**src/rtl/cavlc_pkg.sv**
```systemverilog
// Shared definitions for the CAVLC block scheduler slice.
// Provides the scheduler state encoding, datapath widths, and the helpers that
// convert between a 4x4 block index (8x8-then-4x4 order) and its (bx, by)
// coordinates inside the macroblock.
package cavlc_pkg;

  localparam int TC_W   = 5;  // total_coeff width, values 0..16
  localparam int MB_X_W = 7;  // macroblock column width
  localparam int MB_Y_W = 8;  // macroblock row width, wraps 255 -> 0
  localparam int IDX_W  = 4;  // block index within the MB

  typedef enum logic [2:0] {
    ST_IDLE   = 3'd0,
    ST_ISSUE  = 3'd1,
    ST_COUNT  = 3'd2,
    ST_ENCODE = 3'd3,
    ST_MB_END = 3'd4
  } state_e;

  // Block column inside the MB: bx = {idx[2], idx[0]}.
  function automatic logic [1:0] blk_bx(input logic [IDX_W-1:0] idx);
    return {idx[2], idx[0]};
  endfunction

  // Block row inside the MB: by = {idx[3], idx[1]}.
  function automatic logic [1:0] blk_by(input logic [IDX_W-1:0] idx);
    return {idx[3], idx[1]};
  endfunction

  // Inverse mapping: (bx, by) back to the 8x8-then-4x4 block index.
  function automatic logic [IDX_W-1:0] blk_idx(input logic [1:0] bx, input logic [1:0] by);
    return {by[1], bx[1], by[0], bx[0]};
  endfunction

endpackage

```
**src/rtl/cavlc_nc_ctx_store.sv**
```systemverilog
// Neighbour total-coeff context used to derive nC.
// Holds the totals of the MB being coded (cur), the right-hand column of the
// previous MB in the row (left_col) and the bottom row of every MB in the row
// above (top_line). Lookups are combinational; writes take effect next cycle.
// Ports:
//   clk                 clock
//   wr_en_i/wr_idx_i/wr_tc_i  store one block total into cur
//   commit_i            copy cur's right column to left_col and cur's bottom
//                       row into top_line at the current MB column
//   mb_x_i, mb_y_i      current MB position (commit address and availability)
//   lk_idx_i            block whose neighbours are looked up
//   na_o/na_avail_o     left neighbour total and availability
//   nb_o/nb_avail_o     top neighbour total and availability
module cavlc_nc_ctx_store
  import cavlc_pkg::*;
#(
  parameter int MAX_MB_W = 120
) (
  input  logic              clk,
  input  logic              wr_en_i,
  input  logic [IDX_W-1:0]  wr_idx_i,
  input  logic [TC_W-1:0]   wr_tc_i,
  input  logic              commit_i,
  input  logic [MB_X_W-1:0] mb_x_i,
  input  logic [MB_Y_W-1:0] mb_y_i,
  input  logic [IDX_W-1:0]  lk_idx_i,
  output logic [TC_W-1:0]   na_o,
  output logic              na_avail_o,
  output logic [TC_W-1:0]   nb_o,
  output logic              nb_avail_o
);

  localparam int TL_DEPTH = MAX_MB_W * 4;
  localparam int TL_AW    = $clog2(TL_DEPTH);

  logic [TC_W-1:0]  cur_q        [16];
  logic [TC_W-1:0]  cur_d        [16];
  logic [TC_W-1:0]  left_col_q   [4];
  logic [TC_W-1:0]  left_col_d   [4];
  logic [TC_W-1:0]  top_line_mem [TL_DEPTH];

  logic [TL_AW-1:0] tl_base_s;
  logic [TL_AW-1:0] tl_rd_addr_s;
  logic [1:0]       lk_bx_s;
  logic [1:0]       lk_by_s;

  // top_line entry of block column bx in MB column x is x*4+bx.
  assign tl_base_s = TL_AW'({mb_x_i, 2'b00});

  // Next-value logic for the current-MB totals and the left column.
  always_comb begin
    cur_d      = cur_q;
    left_col_d = left_col_q;
    if (wr_en_i) begin
      cur_d[wr_idx_i] = wr_tc_i;
    end else begin
      cur_d = cur_q;
    end
    if (commit_i) begin
      for (int k = 0; k < 4; k++) begin
        left_col_d[k] = cur_q[blk_idx(2'd3, 2'(k))];
      end
    end else begin
      left_col_d = left_col_q;
    end
  end

  // Context registers; availability masks any stale content, so no reset.
  always_ff @(posedge clk) begin
    cur_q      <= cur_d;
    left_col_q <= left_col_d;
  end

  // Line store write: bottom row of the finished MB at its column slot.
  always_ff @(posedge clk) begin
    if (commit_i) begin
      for (int k = 0; k < 4; k++) begin
        top_line_mem[tl_base_s + TL_AW'(k)] <= cur_q[blk_idx(2'(k), 2'd3)];
      end
    end
  end

  // Neighbour lookup: inside the MB use cur, across the MB edge use the
  // left column or the line store.
  always_comb begin
    lk_bx_s      = blk_bx(lk_idx_i);
    lk_by_s      = blk_by(lk_idx_i);
    tl_rd_addr_s = TL_AW'({mb_x_i, lk_bx_s});
    na_avail_o   = (lk_bx_s != 2'd0) || (mb_x_i != 7'd0);
    nb_avail_o   = (lk_by_s != 2'd0) || (mb_y_i != 8'd0);
    if (lk_bx_s != 2'd0) begin
      na_o = cur_q[blk_idx(lk_bx_s - 2'd1, lk_by_s)];
    end else begin
      na_o = left_col_q[lk_by_s];
    end
    if (lk_by_s != 2'd0) begin
      nb_o = cur_q[blk_idx(lk_bx_s, lk_by_s - 2'd1)];
    end else begin
      nb_o = top_line_mem[tl_rd_addr_s];
    end
  end

endmodule

```
**src/rtl/cavlc_blk_scheduler.sv**
```systemverilog
// Sequences the 16 luma 4x4 blocks of each MB through the CAVLC counter and
// the CAVLC bitstream encoder, tracks MB position and produces nC per block.
// Ports:
//   clk, rst            clock, synchronous active-high reset
//   frame_start_i       restart at MB (0,0) from any state, latches mb_width_i
//   mb_width_i          picture width in MBs
//   blk_valid_i/blk_ready_o   block handshake with the coefficient source
//   cnt_valid_o/cnt_ready_i   issue into the counter (combinational)
//   cnt_done_i, total_coeff_i counter result
//   cnt_hold_o          keeps the counter parked while its result is encoded
//   enc_start_o, enc_nc_o, enc_blk_idx_o, enc_done_i  encoder control
//   mb_done_o           pulse when the last block of an MB is encoded
//   mb_x_o, mb_y_o      current MB position
//   busy_o              high whenever the FSM is not idle
module cavlc_blk_scheduler
  import cavlc_pkg::*;
#(
  parameter int MAX_MB_W = 120
) (
  input  logic              clk,
  input  logic              rst,
  input  logic              frame_start_i,
  input  logic [MB_X_W-1:0] mb_width_i,
  input  logic              blk_valid_i,
  output logic              blk_ready_o,
  output logic              cnt_valid_o,
  input  logic              cnt_ready_i,
  input  logic              cnt_done_i,
  input  logic [TC_W-1:0]   total_coeff_i,
  output logic              cnt_hold_o,
  output logic              enc_start_o,
  output logic [TC_W-1:0]   enc_nc_o,
  output logic [IDX_W-1:0]  enc_blk_idx_o,
  input  logic              enc_done_i,
  output logic              mb_done_o,
  output logic [MB_X_W-1:0] mb_x_o,
  output logic [MB_Y_W-1:0] mb_y_o,
  output logic              busy_o
);

  state_e            state_q,       state_d;
  logic [IDX_W-1:0]  idx_q,         idx_d;
  logic [MB_X_W-1:0] mb_x_q,        mb_x_d;
  logic [MB_Y_W-1:0] mb_y_q,        mb_y_d;
  logic [MB_X_W-1:0] mb_width_q,    mb_width_d;
  logic [TC_W-1:0]   tc_q,          tc_d;
  logic              hold_q,        hold_d;
  logic              enc_start_q,   enc_start_d;
  logic [TC_W-1:0]   enc_nc_q,      enc_nc_d;
  logic [IDX_W-1:0]  enc_blk_idx_q, enc_blk_idx_d;

  logic              ctx_wr_s;
  logic              ctx_commit_s;
  logic [TC_W-1:0]   na_s;
  logic              na_avail_s;
  logic [TC_W-1:0]   nb_s;
  logic              nb_avail_s;
  logic [5:0]        nc_sum_s;
  logic [TC_W-1:0]   nc_s;
  logic              last_col_s;

  cavlc_nc_ctx_store #(
    .MAX_MB_W (MAX_MB_W)
  ) u_ctx (
    .clk        (clk),
    .wr_en_i    (ctx_wr_s),
    .wr_idx_i   (idx_q),
    .wr_tc_i    (tc_q),
    .commit_i   (ctx_commit_s),
    .mb_x_i     (mb_x_q),
    .mb_y_i     (mb_y_q),
    .lk_idx_i   (idx_q),
    .na_o       (na_s),
    .na_avail_o (na_avail_s),
    .nb_o       (nb_s),
    .nb_avail_o (nb_avail_s)
  );

  assign last_col_s = (mb_x_q == (mb_width_q - 7'd1));

  // nC: rounded average when both neighbours exist, else the one that does.
  always_comb begin
    nc_sum_s = {1'b0, na_s} + {1'b0, nb_s} + 6'd1;
    case ({na_avail_s, nb_avail_s})
      2'b11:   nc_s = nc_sum_s[5:1];
      2'b10:   nc_s = na_s;
      2'b01:   nc_s = nb_s;
      default: nc_s = 5'd0;
    endcase
  end

  // State and datapath registers.
  always_ff @(posedge clk) begin
    if (rst) begin
      state_q       <= ST_IDLE;
      idx_q         <= 4'd0;
      mb_x_q        <= 7'd0;
      mb_y_q        <= 8'd0;
      mb_width_q    <= 7'd0;
      tc_q          <= 5'd0;
      hold_q        <= 1'b0;
      enc_start_q   <= 1'b0;
      enc_nc_q      <= 5'd0;
      enc_blk_idx_q <= 4'd0;
    end else begin
      state_q       <= state_d;
      idx_q         <= idx_d;
      mb_x_q        <= mb_x_d;
      mb_y_q        <= mb_y_d;
      mb_width_q    <= mb_width_d;
      tc_q          <= tc_d;
      hold_q        <= hold_d;
      enc_start_q   <= enc_start_d;
      enc_nc_q      <= enc_nc_d;
      enc_blk_idx_q <= enc_blk_idx_d;
    end
  end

  // Next-state and datapath update; frame_start_i overrides every state.
  always_comb begin
    state_d       = state_q;
    idx_d         = idx_q;
    mb_x_d        = mb_x_q;
    mb_y_d        = mb_y_q;
    mb_width_d    = mb_width_q;
    tc_d          = tc_q;
    hold_d        = hold_q;
    enc_start_d   = 1'b0;
    enc_nc_d      = enc_nc_q;
    enc_blk_idx_d = enc_blk_idx_q;
    ctx_wr_s      = 1'b0;
    ctx_commit_s  = 1'b0;
    if (frame_start_i) begin
      state_d    = ST_ISSUE;
      idx_d      = 4'd0;
      mb_x_d     = 7'd0;
      mb_y_d     = 8'd0;
      mb_width_d = mb_width_i;
      hold_d     = 1'b0;
    end else begin
      case (state_q)
        ST_IDLE: begin
          state_d = ST_IDLE;
        end
        ST_ISSUE: begin
          if (cnt_valid_o) begin
            state_d = ST_COUNT;
            hold_d  = 1'b1;
          end else begin
            state_d = ST_ISSUE;
          end
        end
        ST_COUNT: begin
          if (cnt_done_i) begin
            state_d       = ST_ENCODE;
            tc_d          = total_coeff_i;
            enc_start_d   = 1'b1;
            enc_nc_d      = nc_s;
            enc_blk_idx_d = idx_q;
          end else begin
            state_d = ST_COUNT;
          end
        end
        ST_ENCODE: begin
          if (enc_done_i) begin
            ctx_wr_s = 1'b1;
            hold_d   = 1'b0;
            if (idx_q == 4'd15) begin
              state_d = ST_MB_END;
            end else begin
              idx_d   = idx_q + 4'd1;
              state_d = ST_ISSUE;
            end
          end else begin
            state_d = ST_ENCODE;
          end
        end
        ST_MB_END: begin
          ctx_commit_s = 1'b1;
          idx_d        = 4'd0;
          state_d      = ST_ISSUE;
          if (last_col_s) begin
            mb_x_d = 7'd0;
            mb_y_d = mb_y_q + 8'd1;
          end else begin
            mb_x_d = mb_x_q + 7'd1;
          end
        end
        default: begin
          state_d = ST_IDLE;
        end
      endcase
    end
  end

  // State-decoded outputs. Issue is suppressed while a restart is pending so
  // the counter never starts a block the scheduler is about to drop.
  always_comb begin
    blk_ready_o = 1'b0;
    cnt_valid_o = 1'b0;
    mb_done_o   = 1'b0;
    busy_o      = 1'b1;
    case (state_q)
      ST_IDLE: begin
        busy_o = 1'b0;
      end
      ST_ISSUE: begin
        blk_ready_o = cnt_ready_i & ~frame_start_i;
        cnt_valid_o = blk_valid_i & cnt_ready_i & ~frame_start_i;
      end
      ST_MB_END: begin
        mb_done_o = 1'b1;
      end
      default: begin
        busy_o = 1'b1;
      end
    endcase
  end

  assign cnt_hold_o    = hold_q;
  assign enc_start_o   = enc_start_q;
  assign enc_nc_o      = enc_nc_q;
  assign enc_blk_idx_o = enc_blk_idx_q;
  assign mb_x_o        = mb_x_q;
  assign mb_y_o        = mb_y_q;

endmodule
```
**config.mk**
```make
export PLATFORM = sky130hd
export DESIGN_NAME = cavlc_blk_scheduler
export DESIGN_NICKNAME = d
export VERILOG_FILES = /design/src/rtl/cavlc_pkg.sv /design/src/rtl/cavlc_nc_ctx_store.sv /design/src/rtl/cavlc_blk_scheduler.sv
export SDC_FILE = /design/constraint.sdc
export NUM_CORES = 2
export LEC_CHECK = 0
export CAP_MARGIN = 20
export CORE_ASPECT_RATIO = 0.5
export CORE_UTILIZATION = 60
export CTS_CLUSTER_DIAMETER = 50
export CTS_CLUSTER_SIZE = 14
export DETAILED_ROUTE_END_ITERATION = 10
export PLACE_DENSITY = 0.76
export SYNTH_ARGS = -nofsm -noshare
export SYNTH_HDL_FRONTEND = slang
export SYNTH_SLANG_ARGS = --single-unit
```
**constraint.sdc**
```tcl
create_clock -name clk -period 9.89 [get_ports clk]
set_input_delay 2.967 -clock clk [delete_from_list [all_inputs] [get_ports clk]]
set_output_delay 2.967 -clock clk [all_outputs]
set_load 0.02 [all_outputs]
```
After elaboration in Yosys (flattened, before gate mapping) --
Memory sizes are Yosys's and may differ from the RTL's. Index checks and enable logic that the tools add are counted.
Word-level totals: logic and storage cells 124, memories 1, flip-flop bits (word level) 145, memory bits (writable) 2400, output and inout port bits 30
Memories:
- u_ctx.top_line_mem | words 480, width 5, rd ports 1, clocked after memory_dff 0, wr ports 4, line cavlc_nc_ctx_store.sv:40 | logic [TC_W-1:0] top_line_mem [TL_DEPTH];
Cells by class: add/sub/neg operators 11, multiplexer cells 39, magnitude comparators 5, bitwise operators 9, equality and inequality tests 12, reduce and logical (&&, ||, !) cells 16
Operators by type and width (count):
- bitwise mux 80 bit | 1
- two-way mux 5 bit | 9
- binary-select mux 5 bit (select 4 bit) | 2
- demux 5 bit (select 4 bit) | 1
- adder 9 x 2 -> 9 bit, second input constant | 2
- greater-or-equal comparator 5 bit, second input constant | 3
- two-way mux 1 bit | 15
- NOT 4 -> 5 bit | 3
- case mux 5 bit (3 select lines) | 1
- case mux 3 bit (4 select lines) | 1
- binary-select mux 5 bit (select 2 bit) | 1
- adder 9 x 1 -> 9 bit, second input constant | 1
- AND reduction 3 bit | 3
- adder 8 x 1 -> 8 bit, second input constant | 1
- two-way mux 4 bit | 2
- case mux 4 bit (2 select lines) | 1
- nonzero test 2 bit | 4
- nonzero test 8 bit | 1
- adder 7 x 1 -> 7 bit, second input constant | 1
- == test 7 bit | 1
- two-way mux 7 bit | 1
- nonzero test 7 bit | 1
- subtractor 7 x 1 -> 7 bit, second input constant | 1
- adder 5 x 5 -> 6 bit | 1
- 24 further kinds | 34

Depth between registers and ports, before layout --
word-level depth 9, depth in mapped cells 24, depth with buffers taken out 18

Modules after synthesis --
A second synthesis with hierarchy kept.
Unflattened totals: cell total of the unflattened synthesis 4856, area, all modules 99668.1 sq um
Modules (own cells, without submodules):
- cavlc_nc_ctx_store | times used 1, cells an instance 4563, area an instance 97283.3 sq um
- cavlc_blk_scheduler | times used 1, cells an instance 293, area an instance 2384.8 sq um

Worst setup path after synthesis --
Ideal clock, no wire load.
kind input to output, from in cnt_ready_i, to out cnt_valid_o, stages on the path 3, path buffers 0, slack 3150 ps, data arrival time 3773 ps, cell sequence nor2b_1 > nand3_1 > nor3_1
On the way: longest elaborated chain between the ends 3
RTL lines:
- start: declaration | line cavlc_blk_scheduler.sv:27 | input logic cnt_ready_i,
- bitwise AND 1 bit (2 in series) | line cavlc_blk_scheduler.sv:209 | cnt_valid_o = blk_valid_i & cnt_ready_i & ~frame_start_i;
- two-way mux 1 bit | line cavlc_blk_scheduler.sv:203 | case (state_q)
- end: declaration | line cavlc_blk_scheduler.sv:26 | output logic cnt_valid_o,
Every way passes these cells.

Worst setup path in the final report --
from in frame_start_i, to out cnt_valid_o
On the way: longest elaborated chain between the ends 3
RTL lines:
- start: declaration | line cavlc_blk_scheduler.sv:22 | input logic frame_start_i,
- NOT 1 bit (no source line)
- bitwise AND 1 bit | line cavlc_blk_scheduler.sv:209
- two-way mux 1 bit | line cavlc_blk_scheduler.sv:203
Every way passes these cells.

==> implementation parameters <==
Parameter                              Value

Logic synthesis
  Post-synthesis cell type count    83
  Cell type with the largest total area after synthesis    sky130_fd_sc_hd__edfxtp_1
  Fraction of registers with async set/reset    0%
  Synth Area in Simple Gates    approximately 3%
  Yosys warning count    0
  Leading cell types by count after synthesis    2,500 x sky130_fd_sc_hd__edfxtp_1, 636 x sky130_fd_sc_hd__mux4_2, 219 x sky130_fd_sc_hd__nor2_1, 176 x sky130_fd_sc_hd__nand2_1, 151 x sky130_fd_sc_hd__mux2i_1
  #FFs+latches synth    2,545
  Share of the synthesized netlist area taken by xor and xnor gates    0.211%
  Post-synth EDFFs    roughly 2,500
  Proportion of synthesized area in mux cells    16.2%
  Main combinational cell family by area after synthesis    multiplexers
  Top-area cell type share of the netlist area    75.2%
  Most used standard cell by instance count after synthesis    sky130_fd_sc_hd__edfxtp_1
  Register area share after synthesis    76.1%
  Count of mapped cells out of synthesis    approximately 4,700
  Cell area after technology mapping    99,800 um2
  Number of nets produced by synthesis    4,733
  Synth Flop Type    sky130_fd_sc_hd__edfxtp_1
  Leading cell types by total area after synthesis    sky130_fd_sc_hd__edfxtp_1 75%, sky130_fd_sc_hd__mux4_2 14%, sky130_fd_sc_hd__mux2i_1 1.5%
  Synth Area in Adders    0.233%
  Avg Inst Size Synth    21.3 um2
  Synth Area in Compound Gates    2.53%

Final layout
  Post-layout instance count excluding filler cells    7,168
  Proportion of layout cells with a drive suffix above 1    a little under a quarter
  Nets@finish    4,951
  Post-route core utilization    66.3%
  Syn-to-layout area delta    9.26%

Worst hold path
  Min-delay worst type    flip-flop to flip-flop
  Origin of the worst min-delay path    enc_blk_idx_o[0]$_SDFFE_PP0P_
  Number of instances on the worst hold path    2
  Min-Delay Endpoint    enc_blk_idx_o[0]$_SDFFE_PP0P_

GRT
  Final global-route overflow total    0
  Maximum number of pins on one net before global-route repair    104
  Initial antenna violation count    13
  Number of global-route vias before repair    51,200
  GR Util All Layers    31.1%
  Global-route wire length before repair    367 mm

Clock tree
  CTS sink count    between 2,000 and 3,000
  H-tree level count    4
  Clock tree from TritonCTS    yes
  Post-cts gate resize count    0
  Clock latency of the later-clocked register in the worst-skew pair    0.84 ns
  Post-CTS clock slew at the launch and capture registers of the worst setup and hold paths    0.06 ns
  Post-CTS setup buffer count    0
  Number of buffers inserted during clock tree synthesis    200
  Root Buffer    sky130_fd_sc_hd__clkbuf_16
  CTS Hold Buffers Added    0
  Clock buffer depth    3

STA
  Number of max-slew violations in the final report    0
  Total of endpoints with negative setup slack in the final report    0
  Sum Neg Setup Slack    0 ns
  Relative slew margins    14.3%
  Worst setup skew after layout    about 0.032 ns
  Max Clock Freq    128 MHz
  Fraction of the cycle the final worst path needs    78.9%
  Tightest Pin Transition    roughly 1.3 ns
  RSZ-0062 raised after global routing    no
  Final Hold Viols    0
  Tmin final    7.80 ns
  Setup slack after layout    2.09 ns

Run status
  Result of the run    complete, no violations

Pwr
  Power per cell area    173 nW/um2
  Leak    0.0356 uW
  Power after layout    18,900 uW
  VDD IR max    ~0.16 mV

Critical path
  R2R Path Start    idx_q[2]$_SDFFE_PP0P_
  WP data required    6.92 ns
  CP Data Arrival Time    4.84 ns
  CP Max Fanout    14
  Kind of end point of the critical path    output port
  Capturing point of the worst reg2reg path    enc_nc_o[3]$_SDFFE_PP0P_
  Category of the most critical setup path    primary input to output port
  Startpoint types    primary input
  Worst Reg-to-Reg Cells    19
  Reg-to-reg setup timing slack    2.60 ns

Floorplanning
  Core Box Area    165,000 um2
  Die area    between 150,000 and 200,000 um2
  Top Ports    49
  Cell row count    105
  Initial standard-cell utilization of the core    around three fifths
  Die height    slightly below 300 um
  Width of the die    579 um

Place
  Global placement routability congestion    0.889
  Placed cells    6,884
  Post-Place Setup Slack    2.09 ns
  Port buffer count    48
  HPWL after detailed placement    145 mm

Run
  # Max-Cap Violations    0

Route
  DRC Markers    0
  Via count    51,900
  Remaining antenna violation count    0
  Vias per std cell    7.24
  Initial DRT Pass Iterations    8
  Violation count after the first detailed-route iteration    8,424
  Detailed Route WL    259 mm
  Average wire length per cell after detail routing    36.1 um
power breakdown:
part	internal, uW	switching (uW)	total (uW)
sequential	11700	3.54	11700
combinational	18.5	17.1	35.6
clock	3720	3500	7220
flip-flops by register name, summed over array words and instances (netlist names), 3 cells and up:
register,count
enc_blk_idx_o,4
enc_nc_o,5
mb_x_o,7
idx_q,4
u_ctx.cur_q,80
u_ctx.top_line_mem,2400
u_ctx.left_col_q,20
mb_width_q,7
mb_y_o,8
state_q,3
tc_q,5
cells in the final DEF (no fill, tap or decap), types with 19 or more instances in the layout:
| cell type | count |
|---|---|
| sky130_fd_sc_hd__a211oi_1 | 22 |
| sky130_fd_sc_hd__a22oi_1 | 73 |
| sky130_fd_sc_hd__nor2b_1 | 22 |
| sky130_fd_sc_hd__nand2_1 | 173 |
| sky130_fd_sc_hd__mux2i_1 | 151 |
| sky130_fd_sc_hd__o22ai_1 | 31 |
| sky130_fd_sc_hd__nand4_1 | 36 |
| sky130_fd_sc_hd__edfxtp_1 | 2500 |
| sky130_fd_sc_hd__clkbuf_1 | 38 |
| sky130_fd_sc_hd__clkdlybuf4s50_1 | 48 |
| sky130_fd_sc_hd__nor3_1 | 44 |
| sky130_fd_sc_hd__and3_1 | 22 |
| sky130_fd_sc_hd__clkbuf_16 | 206 |
| sky130_fd_sc_hd__buf_4 | 213 |
| sky130_fd_sc_hd__mux4_2 | 636 |
| sky130_fd_sc_hd__nor2_2 | 32 |
| sky130_fd_sc_hd__o21ai_0 | 24 |
| sky130_fd_sc_hd__mux2_2 | 27 |
| sky130_fd_sc_hd__nand3_1 | 41 |
| sky130_fd_sc_hd__nor4_1 | 19 |
| sky130_fd_sc_hd__dfxtp_1 | 38 |
| sky130_fd_sc_hd__a21oi_1 | 63 |
| sky130_fd_sc_hd__nor2_1 | 186 |
area by class of cell:
type	count	area, um2
antenna	8	20.0
fill	9977	55600
sequential	2545	76000
inverter	20	82.6
clock inverter	11	114
timing repair buffer	289	2530
tap	2193	2740
clock buffer	244	5300
multi-input combinational	1858	22300
cell families (layout without fill, tap and decap cells):
| family | after synthesis | in the layout |
|---|---|---|
| AO/OA/AOI/OAI | 351 | 351 |
| XOR/XNOR | 24 | 24 |
| adder cells (fa/ha/maj) | 18 | 18 |
| buffers and inverters | 293 | 564 |
| flip-flops | 2545 | 2545 |
| multiplexers | 814 | 814 |
| other | 0 | 8 |
| AND/OR/NAND/NOR | 651 | 651 |
metrics by stage:
step	hold WS [ns]	instance area, um2
final	0.462	109000
after global placement	0.442	103000
after detailed placement	0.455	103000
after CTS	0.464	109000
after floorplan	0.439	99800
after global routing	0.482	109000
worst max-delay path, stage by stage:
cell,delay (ns)
sky130_fd_sc_hd__clkdlybuf4s50_1,0.40
sky130_fd_sc_hd__buf_4,0.21
sky130_fd_sc_hd__nor2b_1,0.23
sky130_fd_sc_hd__nand3_1,0.14
sky130_fd_sc_hd__nor3_1,0.23
sky130_fd_sc_hd__clkdlybuf4s50_1,0.65
worst max path at each step:
stage	start	endpoint	slack (ns)	depth (start not counted)
after floorplan	cnt_ready_i	cnt_valid_o	3.15	3
after global placement	frame_start_i	cnt_valid_o	1.99	6
after detailed placement	frame_start_i	cnt_valid_o	2.09	6
after CTS	frame_start_i	cnt_valid_o	2.07	6
after global routing	frame_start_i	cnt_valid_o	1.89	6
final	frame_start_i	cnt_valid_o	2.09	6
routing by layer:
metal  share of wire (%)  global-route usage (%)
met1                  36                    44.1
met2                  45                    45.7
met3                  15                    10.5
met4                 3.4                    10.6
met5               0.022                       0
Power figures use the tool's default switching activity.
